<file path="src/rtl/fft_pkg.sv">
// Shared definitions for the FFT write-back path: width defaults, FSM encoding
// and the complex-sample pair layout written back to sample memory.
package fft_pkg;

  localparam int ADDR_WIDTH_DEF = 12;
  localparam int DATA_WIDTH_DEF = 16;

  typedef enum logic [1:0] {
    ST_IDLE = 2'd0,
    ST_RUN  = 2'd1,
    ST_DONE = 2'd2
  } wb_state_e;

  // One complex sample is packed {re, im}; a butterfly result is two samples.
  typedef struct packed {
    logic signed [DATA_WIDTH_DEF-1:0] re;
    logic signed [DATA_WIDTH_DEF-1:0] im;
  } cplx_t;

  typedef struct packed {
    cplx_t a;
    cplx_t b;
  } cplx_pair_t;

  localparam int CPLX_W      = $bits(cplx_t);
  localparam int CPLX_PAIR_W = $bits(cplx_pair_t);

endpackage

</file>
<file path="src/rtl/fft_writeback_ctrl_if.sv">
// Bus bundle between the address sequencer / butterfly pipeline (master side)
// and the write-back controller (slave side).
interface fft_writeback_ctrl_if #(
  parameter int ADDR_WIDTH = 12,
  parameter int DATA_WIDTH = 16
) ();

  // Handshake: every strobe here is valid-only with no back-pressure.
  // rd_issue, bf_valid and wr_en each qualify their payload for exactly the
  // cycle they are high; a payload is never held or retried by the receiver.
  logic                         rd_issue;
  logic [ADDR_WIDTH-1:0]        rd_addr_a;
  logic [ADDR_WIDTH-1:0]        rd_addr_b;
  logic                         bf_valid;
  logic signed [DATA_WIDTH-1:0] bf_a_re;
  logic signed [DATA_WIDTH-1:0] bf_a_im;
  logic signed [DATA_WIDTH-1:0] bf_b_re;
  logic signed [DATA_WIDTH-1:0] bf_b_im;
  logic                         wr_en;
  logic [ADDR_WIDTH-1:0]        wr_addr_a;
  logic [ADDR_WIDTH-1:0]        wr_addr_b;
  logic [2*DATA_WIDTH-1:0]      wr_data_a;
  logic [2*DATA_WIDTH-1:0]      wr_data_b;

  modport master (
    output rd_issue, rd_addr_a, rd_addr_b,
    output bf_valid, bf_a_re, bf_a_im, bf_b_re, bf_b_im,
    input  wr_en, wr_addr_a, wr_addr_b, wr_data_a, wr_data_b
  );

  modport slave (
    input  rd_issue, rd_addr_a, rd_addr_b,
    input  bf_valid, bf_a_re, bf_a_im, bf_b_re, bf_b_im,
    output wr_en, wr_addr_a, wr_addr_b, wr_data_a, wr_data_b
  );

endinterface

</file>
<file path="src/rtl/fft_addr_fifo.sv">
// Synchronous FIFO holding in-flight butterfly address pairs; extra pointer
// MSB distinguishes full from empty. clr has priority over push/pop.
module fft_addr_fifo #(
  parameter int WIDTH = 24,
  parameter int DEPTH = 8
) (
  input  logic                       clk,
  input  logic                       rst_n,
  input  logic                       clr,
  input  logic                       push,
  input  logic                       pop,
  input  logic [WIDTH-1:0]           wdata,
  output logic [WIDTH-1:0]           rdata,
  output logic                       full,
  output logic                       empty,
  output logic [$clog2(DEPTH):0]     level
);

  localparam int IW = $clog2(DEPTH);

  logic [WIDTH-1:0] mem_q [DEPTH];
  logic [IW:0]      wr_ptr_q, wr_ptr_d;
  logic [IW:0]      rd_ptr_q, rd_ptr_d;

  // The caller only pushes on full when it pops in the same cycle, so the
  // slot being overwritten is the head that is read out this cycle.
  always_comb begin
    wr_ptr_d = wr_ptr_q;
    rd_ptr_d = rd_ptr_q;
    if (clr) begin
      wr_ptr_d = '0;
      rd_ptr_d = '0;
    end else begin
      if (push) wr_ptr_d = wr_ptr_q + 1'b1;
      if (pop)  rd_ptr_d = rd_ptr_q + 1'b1;
    end
  end

  always_ff @(posedge clk or negedge rst_n) begin
    if (!rst_n) begin
      wr_ptr_q <= '0;
      rd_ptr_q <= '0;
    end else begin
      wr_ptr_q <= wr_ptr_d;
      rd_ptr_q <= rd_ptr_d;
    end
  end

  always_ff @(posedge clk) begin
    if (push && !clr) mem_q[wr_ptr_q[IW-1:0]] <= wdata;
  end

  assign rdata = mem_q[rd_ptr_q[IW-1:0]];
  assign empty = (wr_ptr_q == rd_ptr_q);
  assign full  = (wr_ptr_q[IW] != rd_ptr_q[IW]) &&
                 (wr_ptr_q[IW-1:0] == rd_ptr_q[IW-1:0]);
  assign level = wr_ptr_q - rd_ptr_q;

endmodule

</file>
<file path="src/rtl/fft_writeback_ctrl.sv">
// FFT write-back controller: queues read-address pairs, writes butterfly
// results back in place and counts pairs per stage. Optional FFT_WB_SCALE_EN
// halves every component (round half up) before it is written.
module fft_writeback_ctrl
  import fft_pkg::*;
#(
  parameter int ADDR_WIDTH = ADDR_WIDTH_DEF,
  parameter int DATA_WIDTH = DATA_WIDTH_DEF,
  parameter int FIFO_DEPTH = 8
) (
  input  logic                          clk,
  input  logic                          rst_n,
  input  logic                          stage_start,
  input  logic [ADDR_WIDTH-1:0]         pairs_per_stage,
  fft_writeback_ctrl_if.slave           bus,
  output logic                          busy,
  output logic                          stage_done,
  output logic [ADDR_WIDTH-1:0]         pair_count,
  output logic                          err_overflow,
  output logic                          err_underflow,
  output wb_state_e                     dbg_state,
  output logic [$clog2(FIFO_DEPTH):0]   dbg_fifo_level
);

  localparam int PAIR_AW = 2 * ADDR_WIDTH;
  localparam int DW2     = 2 * DATA_WIDTH;

  wb_state_e             state_q, state_d;
  logic [ADDR_WIDTH-1:0] pps_q, pps_d;
  logic [ADDR_WIDTH-1:0] cnt_q, cnt_d;
  logic                  wr_en_q, wr_en_d;
  logic [ADDR_WIDTH-1:0] wr_addr_a_q, wr_addr_a_d;
  logic [ADDR_WIDTH-1:0] wr_addr_b_q, wr_addr_b_d;
  logic [DW2-1:0]        wr_data_a_q, wr_data_a_d;
  logic [DW2-1:0]        wr_data_b_q, wr_data_b_d;
  logic                  ovf_q, ovf_d;
  logic                  unf_q, unf_d;

  logic                  fifo_push, fifo_pop, fifo_full, fifo_empty;
  logic [PAIR_AW-1:0]    fifo_rdata;
  logic                  active, target_hit;
  logic [ADDR_WIDTH-1:0] cnt_inc;

  function automatic logic [DATA_WIDTH-1:0] scale(input logic [DATA_WIDTH-1:0] x);
`ifdef FFT_WB_SCALE_EN
    // One guard bit keeps +max + 1 from wrapping before the arithmetic shift.
    logic signed [DATA_WIDTH:0] t;
    t = {x[DATA_WIDTH-1], x} + {{DATA_WIDTH{1'b0}}, 1'b1};
    scale = DATA_WIDTH'(t >>> 1);
`else
    scale = x;
`endif
  endfunction

  fft_addr_fifo #(
    .WIDTH (PAIR_AW),
    .DEPTH (FIFO_DEPTH)
  ) u_fifo (
    .clk   (clk),
    .rst_n (rst_n),
    .clr   (stage_start),
    .push  (fifo_push),
    .pop   (fifo_pop),
    .wdata ({bus.rd_addr_a, bus.rd_addr_b}),
    .rdata (fifo_rdata),
    .full  (fifo_full),
    .empty (fifo_empty),
    .level (dbg_fifo_level)
  );

  // stage_start owns the cycle it arrives in: the FIFO is being cleared, so
  // no push, pop or error is recorded alongside it.
  always_comb begin
    active     = (state_q == ST_RUN) && !stage_start;
    target_hit = (cnt_q == pps_q);
    cnt_inc    = cnt_q + 1'b1;
    fifo_pop   = active && bus.bf_valid && !fifo_empty && !target_hit;
    fifo_push  = active && bus.rd_issue && (!fifo_full || fifo_pop);
  end

  always_comb begin
    state_d     = state_q;
    pps_d       = pps_q;
    cnt_d       = cnt_q;
    wr_en_d     = 1'b0;
    wr_addr_a_d = wr_addr_a_q;
    wr_addr_b_d = wr_addr_b_q;
    wr_data_a_d = wr_data_a_q;
    wr_data_b_d = wr_data_b_q;
    ovf_d       = ovf_q | (active && bus.rd_issue && fifo_full && !fifo_pop);
    unf_d       = unf_q | (active && bus.bf_valid && fifo_empty);

    if (stage_start) begin
      state_d = ST_RUN;
      pps_d   = pairs_per_stage;
      cnt_d   = '0;
    end else begin
      unique case (state_q)
        ST_IDLE: state_d = ST_IDLE;
        ST_RUN: begin
          if (fifo_pop) begin
            wr_en_d     = 1'b1;
            wr_addr_a_d = fifo_rdata[PAIR_AW-1:ADDR_WIDTH];
            wr_addr_b_d = fifo_rdata[ADDR_WIDTH-1:0];
            wr_data_a_d = {scale(bus.bf_a_re), scale(bus.bf_a_im)};
            wr_data_b_d = {scale(bus.bf_b_re), scale(bus.bf_b_im)};
            cnt_d       = cnt_inc;
            if (cnt_inc == pps_q) state_d = ST_DONE;
          end else if (target_hit) begin
            state_d = ST_DONE;
          end
        end
        ST_DONE: state_d = ST_IDLE;
        default: state_d = ST_IDLE;
      endcase
    end
  end

  always_ff @(posedge clk or negedge rst_n) begin
    if (!rst_n) begin
      state_q     <= ST_IDLE;
      pps_q       <= '0;
      cnt_q       <= '0;
      wr_en_q     <= 1'b0;
      wr_addr_a_q <= '0;
      wr_addr_b_q <= '0;
      wr_data_a_q <= '0;
      wr_data_b_q <= '0;
      ovf_q       <= 1'b0;
      unf_q       <= 1'b0;
    end else begin
      state_q     <= state_d;
      pps_q       <= pps_d;
      cnt_q       <= cnt_d;
      wr_en_q     <= wr_en_d;
      wr_addr_a_q <= wr_addr_a_d;
      wr_addr_b_q <= wr_addr_b_d;
      wr_data_a_q <= wr_data_a_d;
      wr_data_b_q <= wr_data_b_d;
      ovf_q       <= ovf_d;
      unf_q       <= unf_d;
    end
  end

  assign bus.wr_en      = wr_en_q;
  assign bus.wr_addr_a  = wr_addr_a_q;
  assign bus.wr_addr_b  = wr_addr_b_q;
  assign bus.wr_data_a  = wr_data_a_q;
  assign bus.wr_data_b  = wr_data_b_q;
  assign busy           = (state_q != ST_IDLE);
  assign stage_done     = (state_q == ST_DONE);
  assign pair_count     = cnt_q;
  assign err_overflow   = ovf_q;
  assign err_underflow  = unf_q;
  assign dbg_state      = state_q;

endmodule

</file>
<file path="src/flat_wrapper.sv">
// flat-port wrapper written by rule: the top's interface ports become plain ports
module fft_writeback_ctrl_flat import fft_pkg::*;
#(
  parameter int ADDR_WIDTH = ADDR_WIDTH_DEF,
  parameter int DATA_WIDTH = DATA_WIDTH_DEF,
  parameter int FIFO_DEPTH = 8
)
  (clk, rst_n, stage_start, pairs_per_stage, busy, stage_done, pair_count, err_overflow, err_underflow, dbg_state, dbg_fifo_level, bus_rd_issue, bus_rd_addr_a, bus_rd_addr_b, bus_bf_valid, bus_bf_a_re, bus_bf_a_im, bus_bf_b_re, bus_bf_b_im, bus_wr_en, bus_wr_addr_a, bus_wr_addr_b, bus_wr_data_a, bus_wr_data_b);
  fft_writeback_ctrl_if #(.ADDR_WIDTH(ADDR_WIDTH), .DATA_WIDTH(DATA_WIDTH)) bus_i ();
  input  logic clk;
  input  logic rst_n;
  input  logic stage_start;
  input  logic [ADDR_WIDTH-1:0] pairs_per_stage;
  output logic busy;
  output logic stage_done;
  output logic [ADDR_WIDTH-1:0] pair_count;
  output logic err_overflow;
  output logic err_underflow;
  output wb_state_e dbg_state;
  output logic [$clog2(FIFO_DEPTH):0] dbg_fifo_level;
  input wire logic [$bits(bus_i.rd_issue)-1:0] bus_rd_issue;
  input wire logic [$bits(bus_i.rd_addr_a)-1:0] bus_rd_addr_a;
  input wire logic [$bits(bus_i.rd_addr_b)-1:0] bus_rd_addr_b;
  input wire logic [$bits(bus_i.bf_valid)-1:0] bus_bf_valid;
  input wire logic [$bits(bus_i.bf_a_re)-1:0] bus_bf_a_re;
  input wire logic [$bits(bus_i.bf_a_im)-1:0] bus_bf_a_im;
  input wire logic [$bits(bus_i.bf_b_re)-1:0] bus_bf_b_re;
  input wire logic [$bits(bus_i.bf_b_im)-1:0] bus_bf_b_im;
  output wire logic [$bits(bus_i.wr_en)-1:0] bus_wr_en;
  output wire logic [$bits(bus_i.wr_addr_a)-1:0] bus_wr_addr_a;
  output wire logic [$bits(bus_i.wr_addr_b)-1:0] bus_wr_addr_b;
  output wire logic [$bits(bus_i.wr_data_a)-1:0] bus_wr_data_a;
  output wire logic [$bits(bus_i.wr_data_b)-1:0] bus_wr_data_b;
  assign bus_i.rd_issue = bus_rd_issue;
  assign bus_i.rd_addr_a = bus_rd_addr_a;
  assign bus_i.rd_addr_b = bus_rd_addr_b;
  assign bus_i.bf_valid = bus_bf_valid;
  assign bus_i.bf_a_re = bus_bf_a_re;
  assign bus_i.bf_a_im = bus_bf_a_im;
  assign bus_i.bf_b_re = bus_bf_b_re;
  assign bus_i.bf_b_im = bus_bf_b_im;
  assign bus_wr_en = bus_i.wr_en;
  assign bus_wr_addr_a = bus_i.wr_addr_a;
  assign bus_wr_addr_b = bus_i.wr_addr_b;
  assign bus_wr_data_a = bus_i.wr_data_a;
  assign bus_wr_data_b = bus_i.wr_data_b;
  fft_writeback_ctrl #(.ADDR_WIDTH(ADDR_WIDTH), .DATA_WIDTH(DATA_WIDTH), .FIFO_DEPTH(FIFO_DEPTH)) u_core (.clk(clk), .rst_n(rst_n), .stage_start(stage_start), .pairs_per_stage(pairs_per_stage), .bus(bus_i), .busy(busy), .stage_done(stage_done), .pair_count(pair_count), .err_overflow(err_overflow), .err_underflow(err_underflow), .dbg_state(dbg_state), .dbg_fifo_level(dbg_fifo_level));
endmodule
</file>
<file path="config.mk">
export PLATFORM = sky130hd
export DESIGN_NAME = fft_writeback_ctrl_flat
export DESIGN_NICKNAME = d
export VERILOG_FILES = /design/src/rtl/fft_pkg.sv /design/src/rtl/fft_writeback_ctrl_if.sv /design/src/rtl/fft_addr_fifo.sv /design/src/rtl/fft_writeback_ctrl.sv /design/src/flat_wrapper.sv
export SDC_FILE = /design/constraint.sdc
export NUM_CORES = 1
export LEC_CHECK = 0
export CAP_MARGIN = 20
export CORE_AREA = 5 5 166 168
export CTS_CLUSTER_SIZE = 30
export DETAILED_ROUTE_END_ITERATION = 12
export DIE_AREA = 0 0 171 173
export PLACE_DENSITY = 0.75
export SETUP_SLACK_MARGIN = 0.05
export SKIP_LAST_GASP = 1
export SLEW_MARGIN = 20
export SYNTH_ARGS = -nofsm -noshare
export SYNTH_HDL_FRONTEND = slang
export SYNTH_HIERARCHICAL = 1
export SYNTH_SLANG_ARGS = --single-unit
</file>
<file path="constraint.sdc">
create_clock -name clk -period 14.4 [get_ports clk]
set_input_delay 4.32 -clock clk [delete_from_list [all_inputs] [get_ports clk]]
set_output_delay 4.32 -clock clk [all_outputs]
set_load 0.1 [all_outputs]
</file>
Word level (Yosys, flattened, before mapping)
Memories as Yosys holds them, arrays and structs flattened. A register that Yosys moved wholly into a read port is not among the register bits.
Cells that the tools add are included.
{"block": "totals", "reg_bits": 101, "ram_bits": 192, "inputBits": 105, "output_inout_bits": 111, "n_memories": 1}
{"block": "classes", "addsub": 4, "n_eq_ne": 9, "muxes": 17, "bitwise_logic": 3, "reduce_logical": 25}
{"memory": "u_core.u_fifo.mem_q", "words": 8, "width": 24, "read_ports": 1, "rd_clocked_by_memory_dff": 1, "wr": 1, "line_no": "fft_addr_fifo.sv:21", "rtl": "logic [WIDTH-1:0] mem_q [DEPTH];"}
{"operator": "$mux 12", "n": 3}
{"operator": "$eq 12x12->1", "n": 2}
{"operator": "$mux 4", "n": 4}
{"operator": "$add 12x1->12 const B", "n": 1}
{"operator": "$logic_and 1x1->1", "n": 11}
{"operator": "$mux 2", "n": 5}
{"operator": "$add 4x1->4 const B", "n": 2}
{"operator": "$reduce_bool 2->1", "n": 4}
{"operator": "$logic_not 1->1", "n": 6}
{"operator": "$mux 1", "n": 5}
{"operator": "$eq 4x4->1", "n": 1}
{"operator": "$ne 4x2->1 const B", "n": 1}
{"operator": "$ne 4x4->1 const B", "n": 1}
{"operator": "$reduce_and 2->1", "n": 2}
{"operator": "$sub 4x4->4", "n": 1}
{"operator": "$eq 3x3->1", "n": 1}
{"operator": "$reduce_and 3->1", "n": 1}
{"operator": "$eq 2x1->1 const B", "n": 1}
{"operator": "$eq 2x2->1 const B", "n": 1}
{"operator": "$or 1x1->1", "n": 2}
{"operator": "$logic_or 1x1->1", "n": 1}
{"operator": "$ne 1x1->1", "n": 1}
{"operator": "$not 1->1", "n": 1}

Depth between registers and ports, before layout
Gate-level depths: netlist (run 1).
{"block": "logic_depth", "ltp_word": 10, "depth_mapped": 16}

Modules after synthesis
Netlist (run 1), hierarchy kept.
{"module": "fft_addr_fifo", "n_inst": 1, "cells_each": 393, "area_each_um2": 7832.5, "seq_area_each_um2": 5965.7}
{"module": "fft_writeback_ctrl", "n_inst": 1, "cells_each": 530, "area_each_um2": 4961.0, "seq_area_each_um2": 2927.8}

Least setup slack after synthesis (run 1)
No wires, ideal clock.
{"block": "synth_timing", "path_kind": "input port to flip-flop", "from": "input port stage_start", "to": "memory u_core.u_fifo.mem_q[0][0] (enable)", "t_arrival_ps": 8382, "required_time_ps": 13934, "path_slack_ps": 5551, "stages": 11, "path_buffers": 5, "cell_sequence": "clkbuf_1 nor3b_2 nand3b_1 nand2b_1 buf_2 buf_2 buf_2 a21oi_1 clkbuf_1 nand2_1 nor4_1"}
{"block": "synth_via", "elab_chain_cells": 10, "elab_cells_between_ends": 11}
{"item": "from (decl)", "line_no": "flat_wrapper.sv:12", "rtl": "input logic stage_start;"}
{"item": "$logic_not 1->1 *", "line_no": "fft_writeback_ctrl.sv:74", "rtl": "active = (state_q == ST_RUN) && !stage_start;"}
{"item": "$logic_and 1x1->1 *", "line_no": "fft_writeback_ctrl.sv:74"}
{"item": "$logic_and 1x1->1 (3 in series)", "line_no": "fft_writeback_ctrl.sv:77", "rtl": "fifo_pop = active && bus.bf_valid && !fifo_empty && !target_hit;"}
{"item": "$logic_or 1x1->1", "line_no": "fft_writeback_ctrl.sv:78", "rtl": "fifo_push = active && bus.rd_issue && (!fifo_full || fifo_pop);"}
{"item": "$logic_and 1x1->1 *", "line_no": "fft_writeback_ctrl.sv:78"}
{"item": "via u_core.fifo_push", "line_no": "fft_writeback_ctrl.sv:39", "rtl": "logic fifo_push, fifo_pop, fifo_full, fifo_empty;"}
{"item": "$logic_and 1x1->1 *", "line_no": "fft_addr_fifo.sv:50", "rtl": "if (push && !clr) mem_q[wr_ptr_q[IW-1:0]] <= wdata;"}
{"item": "$mux 1 *", "line_no": "fft_addr_fifo.sv:50"}
{"item": "$mux 1 (implied by the code) *", "line_no": "fft_addr_fifo.sv:50"}
{"item": "to (decl)", "line_no": "fft_addr_fifo.sv:21"}
Mark *: on every way through the listed nets, which the timed path passes. The rest lies on a longest branch.

Final worst setup path (run 1)
{"block": "layout_timing", "from": "register u_core.u_fifo.rd_ptr_q[0]", "to": "output port dbg_fifo_level[3]"}
{"block": "layout_via", "elab_chain_cells": 1}
{"item": "from (decl)", "line_no": "fft_addr_fifo.sv:23", "rtl": "logic [IW:0] rd_ptr_q, rd_ptr_d;"}
{"item": "from (signal assigned)", "line_no": "fft_addr_fifo.sv:45", "rtl": "rd_ptr_q <= rd_ptr_d;"}
{"item": "$sub 4x4->4", "line_no": "fft_addr_fifo.sv:57", "rtl": "assign level = wr_ptr_q - rd_ptr_q;"}
{"item": "to (decl)", "line_no": "flat_wrapper.sv:20", "rtl": "output logic [$clog2(FIFO_DEPTH):0] dbg_fifo_level;"}
Every way passes these cells.

==> results of run 1 <==
cells in the mapped netlist (all sizes together) (6+ instances only):
cell    count  share of area
buf        33          0.020
clkbuf     16         0.0047
dfrtp     125           0.24
edfxtp    192           0.45
ha          7         0.0068
inv        14         0.0041
mux2       13          0.011
mux4       48          0.084
nand2     345           0.10
nand3       8         0.0031
nand4       6         0.0029
nor2       13         0.0038
nor3        7         0.0027
o21ai       9         0.0035
xnor2      13         0.0089
xor2       15          0.010
kinds of logic (layout without fill, tap and decap cells):
group / after synthesis / in the layout / share of synthesized area
and+or+nand+nor: 408 / 408 / 0.1309
muxes: 65 / 65 / 0.09907
DFF: 317 / 317 / 0.6952
buffers and inverters: 63 / 302 / 0.02836
xor gates and xnor gates: 28 / 28 / 0.01917
AOI/OAI and AO/OA: 34 / 34 / 0.01897
adders and majority gates: 8 / 8 / 0.008411
registers in the layout (all words and copies together) (netlist names):
register	cells
u_core/pair_count	12
u_core/u_fifo/mem_q	192
u_core/bus.wr_addr_b	12
u_core/u_fifo/rd_ptr_q	4
u_core/u_fifo/wr_ptr_q	4
u_core/dbg_state	2
u_core/bus.wr_addr_a	12
u_core/err_underflow	1
u_core/bus.wr_data_b	32
u_core/err_overflow	1
u_core/pps_q	12
u_core/bus.wr_en	1
u_core/bus.wr_data_a	32
final cells by class:
cell class	count	area, um^2	share of cell area
clock buffers	37	818.3	0.05004
clock inverters	21	304.0	0.01859
inverters	14	53.80	0.003290
multi-input cells	543	3588	0.2195
flip-flops and latches	317	8899	0.5442
well taps	335	419.2	0.02563
repair buffers	230	2270	0.1388
power by group:
part	switching [mW]	internal (mW)	total [mW]
Combinational	0.830	0.226	1.06
Sequential	0.0538	1.06	1.12
Clock	0.340	0.533	0.873
Total	1.22	1.82	3.05
cell usage in the layout, fill, tap and decap left out, types with 3 or more instances in the layout:
| cell type | count |
|---|---|
| clkinv_4 | 4 |
| a21oi_1 | 3 |
| dfrtp_1 | 123 |
| clkinv_2 | 4 |
| nand2_1 | 344 |
| a21boi_0 | 4 |
| inv_1 | 12 |
| xnor2_1 | 13 |
| ha_1 | 7 |
| mux2i_1 | 4 |
| or3_1 | 3 |
| nor3_1 | 3 |
| clkdlybuf4s50_1 | 214 |
| nor2b_1 | 3 |
| mux4_2 | 48 |
| mux2_2 | 13 |
| nor3_2 | 3 |
| nand3_1 | 8 |
| buf_4 | 14 |
| nor2_1 | 11 |
| xor2_1 | 15 |
| inv_6 | 3 |
| clkbuf_1 | 4 |
| bufinv_16 | 7 |
| a21o_1 | 5 |
| nor3b_1 | 3 |
| edfxtp_1 | 192 |
| clkbuf_16 | 31 |
| nand4_1 | 6 |
| o21ai_0 | 9 |
worst max-delay path: cells and delay by family, from the launching register on:
kind,cells,cell delay (ns)
compound gates,1,0.34
xor+xnor,1,0.18
fa+ha+maj,1,0.32
buf+inv,2,1.69
flops,1,0.40
simple gates,1,0.07
stage by stage:
stage,instances,power [mW],area [um^2],util,hold WS [ns]
after floorplan,923,1.911,12790,-,0.5008
after global placement,1439,2.187,15220,0.5907,0.4564
after detailed placement,1439,2.198,15230,0.5910,0.4614
after CTS,1497,3.076,16350,0.6345,0.4767
after global routing,1497,3.155,16350,0.6347,0.4928
final,1497,3.045,16350,0.6347,0.4704
layer usage:
metal	track usage	part of all wire	vias to the layer above	wire length (um)
li1	-	-	3661	-
met1	0.2514	0.39	3887	11650
met2	0.3403	0.50	265	14840
met3	0.04612	0.087	41	2586
met4	0.03797	0.017	2	496
met5	0	0.00044	-	13
worst max-delay path by stage:
stage	from	end	slack, ns	depth (start not counted)
finish	u_core/u_fifo/rd_ptr_q[0]	dbg_fifo_level[3]	6.53	6
global placement	stage_start	u_core/u_fifo/mem_q[3][3]	6.16	9
global route	u_core/u_fifo/rd_ptr_q[0]	dbg_fifo_level[3]	6.23	6
floorplan	stage_start	u_core/u_fifo/mem_q[0][0]	5.55	11
CTS	u_core/u_fifo/rd_ptr_q[0]	dbg_fifo_level[3]	6.16	6
detailed placement	stage_start	u_core/u_fifo/mem_q[3][10]	6.32	9
==> summary.txt, run 1 <==
Outcome
  – Outcome: finished, final reports clean

GRT
  – Gr ovfl total: 0
  – Largest net degree at the start of global routing: 90
  – GRT Overall Usage: 0.1951
  – Initial antenna violation count: 2
  – Global-route wire length before repair: 45.62 mm
  – Number of global-route vias before repair: 8022

Clocking
  – H-Tree Depth: 1
  – Hold-fix buffers, CTS: 0
  – Root Buffer Master: clkbuf_16
  – Maximum clock insertion buffer count: 3
  – # Post-CTS Setup Buffers: 0
  – CTS tree: built
  – Clock tree sinks: 317
  – Clk pin slew, worst setup/hold paths: 0.06 ns
  – Clk_lat worst skew: 0.56 ns
  – CTS buffer count: 31
  – Post-CTS Resized: 0

Worst setup path
  – Crit Reg-Reg Startpoint: u_core/u_fifo/rd_ptr_q[0]
  – Reg-to-reg slack, setup: 10.17 ns
  – Worst stage delay on the critical path: 1.16 ns
  – Worst r2r dst: u_core/u_fifo/mem_q[3][7]
  – Slowest cell on crit path: clkdlybuf4s50_1
  – CP Max Fanout: 52
  – Worst EP arrival: 3.55 ns
  – CP Launch Type: register
  – CP required: 10.08 ns
  – Critical setup path kind: reg -> out
  – R2R cell count: 10
  – Worst-path cell chain: buf_6 -> ha_1 -> nor2b_1 -> a221oi_1 -> xor2_1 -> clkdlybuf4s50_1
  – Crit. End Element: primary output

Detailed routing
  – Vias: 7856
  – Final WL: 29.59 mm
  – DRT iter0 DRCs: 609
  – Vias per cell: 5.248
  – Drt pass-1 iters: 7
  – DRC: 0
  – Wire per inst: 19.76 um
  – Antenna viol nets, final: 0

Hold path
  – Hold crit path type: reg -> reg
  – Hold EP: u_core/bus.wr_addr_b[3]
  – Hold path depth: 2
  – Min-delay src: u_core/bus.wr_addr_b[3]

STA
  – Final hold violations: 0
  – Final period util: 0.5466
  – Setup_tns: 0 ns
  – Count of final setup violators: 0
  – Slew HR: 0.2535
  – Final min period: 7.871 ns
  – Max Slew Vio Count: 0
  – Max frequency: 127.1 MHz
  – RSZ-0062 raised after global routing: no
  – Measured slew at the worst slew-check pin: 1.116 ns
  – Skew final: 0.02258 ns
  – Final worst setup slack: 6.529 ns

Floorplan
  – I/O pin cnt: 216
  – Die W: 171 um
  – Die H: 173 um
  – Placement row count: 59
  – Starting Density: 0.4966
  – Placeable Area: 25760 um^2
  – Die ar.: 29580 um^2

Synth
  – Post-synth cell types: 55
  – Mapped Nets: 1036
  – Ys flop type: edfxtp_1
  – Yosys reg bits: 317
  – Seq/Total Area, Yosys: 0.6952
  – Ys Warns: 6
  – Synthesized cell area: 12790 um^2
  – Cells after synthesis: 923
  – Syn Area/Cell: 13.86 um^2
  – FFs w/ async S/R, synth: 0.3943
  – Post-synth EDFFs: 192

Placement
  – HPWL Detailed: 18.95 mm
  – Port buffer count: 215
  – GPL Wtd Cong: 0.8102
  – Pre-CTS setup slack: 6.318 ns

Power and ir drop
  – PD cells: 186.2 nW/um^2
  – Peak VDD IR: 0.1711 mV
  – Leakage: 6.475 nW

Cells and area
  – FILL cells: 1892
  – Nets: 1250
  – Diode count: 0
  – Layout area overhead: 27.81%
  – Layout cells sized above 1: 0.1282

Run
  – # Max-Cap Violations: 0
Note: power is estimated with default switching activity, not from simulation.
==> run 2, diff against run 1 <==
CORE_AREA = 5 5 170 172   (was 5 5 166 168)
DIE_AREA = 0 0 175 177   (was 0 0 171 173)
clock period = 7 ns   (was 14.4 ns; I/O delays follow)
==> run 2 against run 1 <==
  * Via count rose by 0.74%
  * Sequential share of layout area rose by 0.29 points
  * First-iteration DRC count fell by 5.9%
  * Critical path depth fell by 2
  * Worst hold slack got worse by 0.0024 ns
  * Largest power group unchanged
  * Flip-flop and latch count did not move
  * Total power rose by 100%
  * Register-to-register slack got worse by 7.2 ns
==> summary.txt, run 2 (synthesis gave the netlist of run 1 again) <==
Outcome
  – Outcome: finished, final reports clean

Worst setup path
  – CP Max Fanout: 11 (-79%)
  – Worst EP arrival: 3.06 ns (-0.49 ns)
  – Critical setup path kind: reg -> out
  – Slowest cell on crit path: clkdlybuf4s50_1
  – Crit. End Element: primary output
  – Worst stage delay on the critical path: 1.15 ns (about the same)
  – CP Launch Type: register
  – CP required: 4.90 ns (-5.18 ns)
  – Worst-path cell chain: inv_1 -> fa_1 -> xnor2_1 -> clkdlybuf4s50_1

STA
  – Skew final: 0.01562 ns (-0.006960 ns)
  – Final worst setup slack: 1.844 ns (-4.685 ns)
  – Max frequency: 194.0 MHz
  – Measured slew at the worst slew-check pin: 1.130 ns (+0.01389 ns)
  – Count of final setup violators: 0 (unchanged)
  – Setup_tns: 0 ns (unchanged)
  – Min Hold Slack: 0.4680 ns (-0.002427 ns)
  – Final min period: 5.156 ns
  – Final hold violations: 0 (unchanged)
  – Max Slew Vio Count: 0 (unchanged)
  – Slew HR: 0.2442 (-0.009289)
  – Final period util: 0.7366
  – RSZ-0062 raised after global routing: no

Clocking
  – Maximum clock insertion buffer count: 3 (unchanged)
  – Clock tree sinks: 317 (unchanged)
  – # Post-CTS Setup Buffers: 0 (unchanged)
  – Hold-fix buffers, CTS: 0 (unchanged)
  – H-Tree Depth: 1 (unchanged)
  – Post-CTS Resized: 0 (unchanged)
  – CTS buffer count: 31 (unchanged)
  – Root Buffer Master: clkbuf_16
  – Clk_lat worst skew: 0.56 ns (about the same)
  – Clk pin slew, worst setup/hold paths: 0.06 ns (about the same)
  – CTS tree: built

GRT
  – Largest net degree at the start of global routing: 92 (+2.2%)
  – Initial antenna violation count: 1 (-1)
  – GRT Overall Usage: 0.1940 (-0.001077)
  – Gr ovfl total: 0 (unchanged)
  – Global-route wire length before repair: 47.13 mm (+3.3%)
  – Number of global-route vias before repair: 8334 (+3.9%)

Placement
  – Pre-CTS setup slack: 1.677 ns (-4.641 ns)
  – GPL Wtd Cong: 0.8138 (+0.44%)
  – Port buffer count: 215 (unchanged)
  – HPWL Detailed: 19.56 mm (+3.2%)
  – Placed Area: 15250 um^2 (+0.16%)

Floorplan
  – Die H: 177 um (+2.3%)
  – Placeable Area: 27320 um^2 (+6.1%)
  – Starting Density: 0.4682 (-0.02836)
  – Die W: 175 um (+2.3%)
  – Placement row count: 61 (+3.4%)
  – Die ar.: 30980 um^2 (+4.7%)
  – I/O pin cnt: 216 (unchanged)

Detailed routing
  – Vias: 7914 (+0.74%)
  – Vias per cell: 5.245 (about the same)
  – Final WL: 30.41 mm (+2.8%)
  – Wire per inst: 20.15 um (+2.0%)
  – Antenna viol nets, final: 0 (unchanged)
  – DRC: 0 (unchanged)
  – DRT iter0 DRCs: 573 (-5.9%)
  – Drt pass-1 iters: 4 (-3)

Cells and area
  – Fin area: 16260 um^2 (-0.54%)
  – Most frequent cells in the layout: 344 x nand2_1, 213 x clkdlybuf4s50_1, 192 x edfxtp_1, 123 x dfrtp_1, 48 x mux4_2
  – Max reg flops: 192 (unchanged)
  – Diode count: 0 (unchanged)
  – Layout area overhead: 27.13%
  – Nets: 1251 (+0.080%)
  – Layout cells sized above 1: 0.1238 (-0.004409)
  – Commonest non-fill, non-tap cell in the layout: nand2_1

Power and ir drop
  – Comb pwr share: 0.355 (+0.008)
  – PD cells: 376.7 nW/um^2 (+100%)
  – Power Internal: 3.616 mW (+99%)
  – Power share of the clock group: 0.269 (-0.018)
  – Switching part of the total: 0.4099 (+0.008001)
  – NetSw: 2.512 mW (+110%)
  – Peak VDD IR: 0.2337 mV (+37%)
  – Leakage: 6.435 nW (-0.63%)
  – Power Total: 6.127 mW (+100%)
  – Sequential Power Share: 0.376 (+0.009)

Hold path
  – Hold crit path type: reg -> reg

Run
  – # Max-Cap Violations: 0 (unchanged)
[run 2: changes by cell type in the layout (fill, tap and decap cells not counted), sizes merged]
cell           delta
clkbuf            +2
clkinv            +3
buf               +2
clkinvlp          -1
clkdlybuf4s50     -1
bufinv            -3
inv               -1
[run 2: final timing paths]
kind / start / end / slack [ns] / cells past startpoint
setup / recovery: u_core/u_fifo/wr_ptr_q[1] / dbg_fifo_level[2] / 1.84 / 4
hold / removal: u_core/err_overflow / u_core/err_overflow / 0.47 / 1
setup reg to reg: u_core/u_fifo/rd_ptr_q[1] / u_core/u_fifo/mem_q[0][21] / 3.02 / 11
hold reg to reg: u_core/err_overflow / u_core/err_overflow / 0.47 / 1
max in group asynchronous: rst_n / u_core/bus.wr_addr_b[4] / 4.28 / 2
min in group asynchronous: rst_n / u_core/bus.wr_addr_b[1] / 1.63 / 1
[run 2: layer usage]
| layer | part of all wire | GRT usage | vias to the layer above |
|---|---|---|---|
| met5 | 0.00043 | 0 | - |
| met3 | 0.069 | 0.03781 | 43 |
| li1 | - | - | 3652 |
| met4 | 0.019 | 0.04321 | 2 |
| met2 | 0.50 | 0.3431 | 289 |
| met1 | 0.41 | 0.2514 | 3928 |
[run 2: final cells by class]
| type | count | area (um^2) |
|---|---|---|
| clock buffers | 39 | 805.8 |
| clock inverters | 19 | 207.7 |
| fillers | 2106 | 11060 |
| inverters | 14 | 53.80 |
| multi-input cells | 543 | 3582 |
| flip-flops and latches | 317 | 8899 |
| well taps | 346 | 432.9 |
| repair buffers | 231 | 2283 |
[run 2: worst max-delay path, delay by kind of cell (launching register included)]
family	cells	cell delay [ns]
buffers and inverters	2	1.29
flip-flops	1	0.61
adder cells (fa/ha/maj)	1	0.45
XOR/XNOR	1	0.16
[run 2: power by group through the flow]
stage,logic [mW],clock network (mW),registers (mW)
2_1_floorplan,0.229,0,3.70
3_5_place_dp,2.19,0,2.34
4_1_cts,2.19,1.69,2.31
5_1_grt,2.25,1.77,2.33
6_report,2.18,1.65,2.30
3_3_place_gp,2.17,0,2.33
[run 2: through the flow]
stage,util,instances
3_5_place_dp,0.5582,1451
2_1_floorplan,-,923
3_3_place_gp,0.5582,1451
4_1_cts,0.5952,1509
5_1_grt,0.5952,1509
6_report,0.5952,1509
==> run 3, diff against run 2 <==
CORE_AREA = 5 5 166 168   (was 5 5 170 172)
DIE_AREA = 0 0 171 173   (was 0 0 175 177)
clock period = 5.3 ns   (was 7 ns; I/O delays follow)
==> run 3 against run 2 <==
  * Cell area is essentially flat
  * Critical endpoint is now dbg_fifo_level[3]
  * Sequential share of layout area increased by 0.051 points
  * Non-clock buffer count is 2 higher
  * Largest cell class unchanged
  * Critical path type unchanged
  * Worst hold slack better by 0.0026 ns
  * Critical path depth up 1
  * Clock power increased by 24%
  * Flip-flop and latch count unchanged
==> summary.txt, run 3 (synthesis gave the netlist of run 1 again) <==
Outcome
  – Outcome: finished, final reports clean

Cells and area
  – Layout cells sized above 1: 0.1270 (+0.003221)
  – Most frequent cells in the layout: 344 x nand2_1, 210 x clkdlybuf4s50_1, 192 x edfxtp_1, 123 x dfrtp_1, 48 x mux4_2
  – Core Util, Final: 0.6307 (+0.03547)
  – Nets: 1253 (+0.16%)
  – Final std cells w/o fill: 1502 (-0.46%)
  – Layout area overhead: 27.01% (about the same)
  – Max reg flops: 192 (unchanged)
  – Commonest non-fill, non-tap cell in the layout: nand2_1

Power and ir drop
  – Leakage: 6.429 nW (about the same)
  – Power Total: 7.927 mW (+29%)
  – Peak VDD IR: 0.4112 mV (+76%)
  – PD cells: 487.8 nW/um^2 (+29%)

Run
  – # Max-Cap Violations: 0 (unchanged)

Worst setup path
  – Crit. End Element: primary output
  – CP Buf/Inv Count: 1 (-1)
  – Worst stage delay on the critical path: 0.66 ns (-0.49 ns)
  – Critical setup path kind: reg -> out
  – Worst-path cell chain: ha_1 -> nor2b_1 -> a221oi_1 -> xor2_1 -> buf_4
  – CP required: 3.71 ns (-1.19 ns)
  – Worst EP arrival: 2.60 ns (-0.46 ns)
  – CP Launch Point: u_core/u_fifo/wr_ptr_q[2]
  – Slowest cell on crit path: dfrtp_1
  – CP Max Fanout: 8 (-3)
  – CP Launch Type: register
  – Critical path's top delay family: flip-flops
  – Reg-to-reg slack, setup: 1.73 ns (-1.29 ns)
  – Crit Reg-Reg Startpoint: u_core/u_fifo/rd_ptr_q[1]

GRT
  – Number of global-route vias before repair: 7997 (-4.0%)
  – Gr ovfl total: 0 (unchanged)
  – GRT Overall Usage: 0.1916 (-0.002376)
  – Largest net degree at the start of global routing: 96 (+4.3%)
  – Initial antenna violation count: 3 (+2)
  – Global-route wire length before repair: 45.41 mm (-3.7%)

Floorplan
  – Starting Density: 0.4966 (+0.02836)
  – I/O pin cnt: 216 (unchanged)
  – Die H: 173 um (-2.3%)
  – Die ar.: 29580 um^2 (-4.5%)
  – Placement row count: 59 (-3.3%)
  – Placeable Area: 25760 um^2 (-5.7%)
  – Die W: 171 um (-2.3%)

Clocking
  – Root Buffer Master: clkbuf_16
  – Hold-fix buffers, CTS: 0 (unchanged)
  – Post-CTS Resized: 0 (unchanged)
  – H-Tree Depth: 1 (unchanged)
  – Clk pin slew, worst setup/hold paths: 0.06 ns (about the same)
  – CTS tree: built
  – Clk_lat worst skew: 0.54 ns (-0.02 ns)
  – Clock tree sinks: 317 (unchanged)
  – # Post-CTS Setup Buffers: 0 (unchanged)
  – Maximum clock insertion buffer count: 3 (unchanged)
  – CTS buffer count: 31 (unchanged)

Placement
  – Port buffer count: 215 (unchanged)
  – Pre-CTS setup slack: 0.6906 ns (-0.9863 ns)
  – Placed Cells: 1442 (-0.62%)
  – GPL Wtd Cong: 0.8285 (+1.8%)
  – HPWL Detailed: 18.52 mm (-5.3%)

STA
  – Skew final: 0.009523 ns (-0.006092 ns)
  – Max frequency: 238.8 MHz
  – Final min period: 4.188 ns
  – Max Slew Vio Count: 0 (unchanged)
  – Final hold violations: 0 (unchanged)
  – Final worst setup slack: 1.112 ns (-0.7319 ns)
  – Measured slew at the worst slew-check pin: 1.104 ns (-0.02575 ns)
  – Final period util: 0.7901
  – RSZ-0062 raised after global routing: no
  – Count of final setup violators: 0 (unchanged)
  – Setup_tns: 0 ns (unchanged)
  – Slew HR: 0.2614 (+0.01722)

Detailed routing
  – Vias per cell: 5.217 (-0.52%)
  – Drt pass-1 iters: 4 (unchanged)
  – DRT iter0 DRCs: 524 (-8.6%)
  – Final WL: 28.73 mm (-5.5%)
  – Vias: 7836 (-0.99%)
  – Antenna viol nets, final: 0 (unchanged)
  – DRC: 0 (unchanged)
  – Wire per inst: 19.13 um (-5.1%)

Hold path
  – Hold crit path type: reg -> reg
  – Min-delay src: u_core/bus.wr_addr_a[4]
## run 3: cell types whose count changed in the layout (fill, tap and decap cells not counted), sizes merged
cell           change
inv                -1
clkdlybuf4s50      -3
clkbuf             +8
buf                +5
clkinv             -2
clkinvlp           -1
diode              +2
bufinv             -4
## run 3: final timing paths
| path | to | depth (start not counted) |
|---|---|---|
| worst max-delay path | dbg_fifo_level[3] | 5 |
| worst min-delay path | u_core/bus.wr_addr_a[4] | 2 |
| worst max register to register | u_core/u_fifo/mem_q[0][5] | 10 |
| worst min register to register | u_core/bus.wr_addr_a[4] | 2 |
| max in group asynchronous | u_core/bus.wr_data_a[5] | 2 |
| min in group asynchronous | u_core/u_fifo/rd_ptr_q[0] | 1 |
## run 3: tightest hold or removal path, cell delays in order, from the launching register on
cell and delay (ns):
dfrtp_1 0.34, nand2_1 0.05, nand2_1 0.05
## run 3: metal layers
metal  part of all wire  vias to the layer above  track usage
met5            0.00045                        -            0
met4              0.019                        2      0.04259
met3              0.080                       41      0.04406
met2               0.48                      259       0.3125
met1               0.42                     3868       0.2660
li1                   -                     3666            -
## run 3: per-stage QoR
step | hold slack, ns | area (um^2)
final | 0.4706 | 16250
after global routing | 0.4948 | 16250
after global placement | 0.4563 | 15290
after detailed placement | 0.4612 | 15290
after floorplan | 0.5008 | 12830
after CTS | 0.4762 | 16240
## run 3: layout make-up
cell class / count / area [um^2]
fillers: 1904 / 9514
flip-flops and latches: 317 / 8899
multi-input cells: 543 / 3625
repair buffers: 233 / 2291
clock buffers: 47 / 902.1
well taps: 335 / 419.2
clock inverters: 11 / 55.05
inverters: 14 / 53.80
diodes: 2 / 5.005
## run 3: where the power goes
group	total, mW	switching, mW	internal (mW)
clock network	2.04	0.867	1.17
logic	2.86	2.24	0.614
registers	3.03	0.143	2.89
total	7.93	3.25	4.67
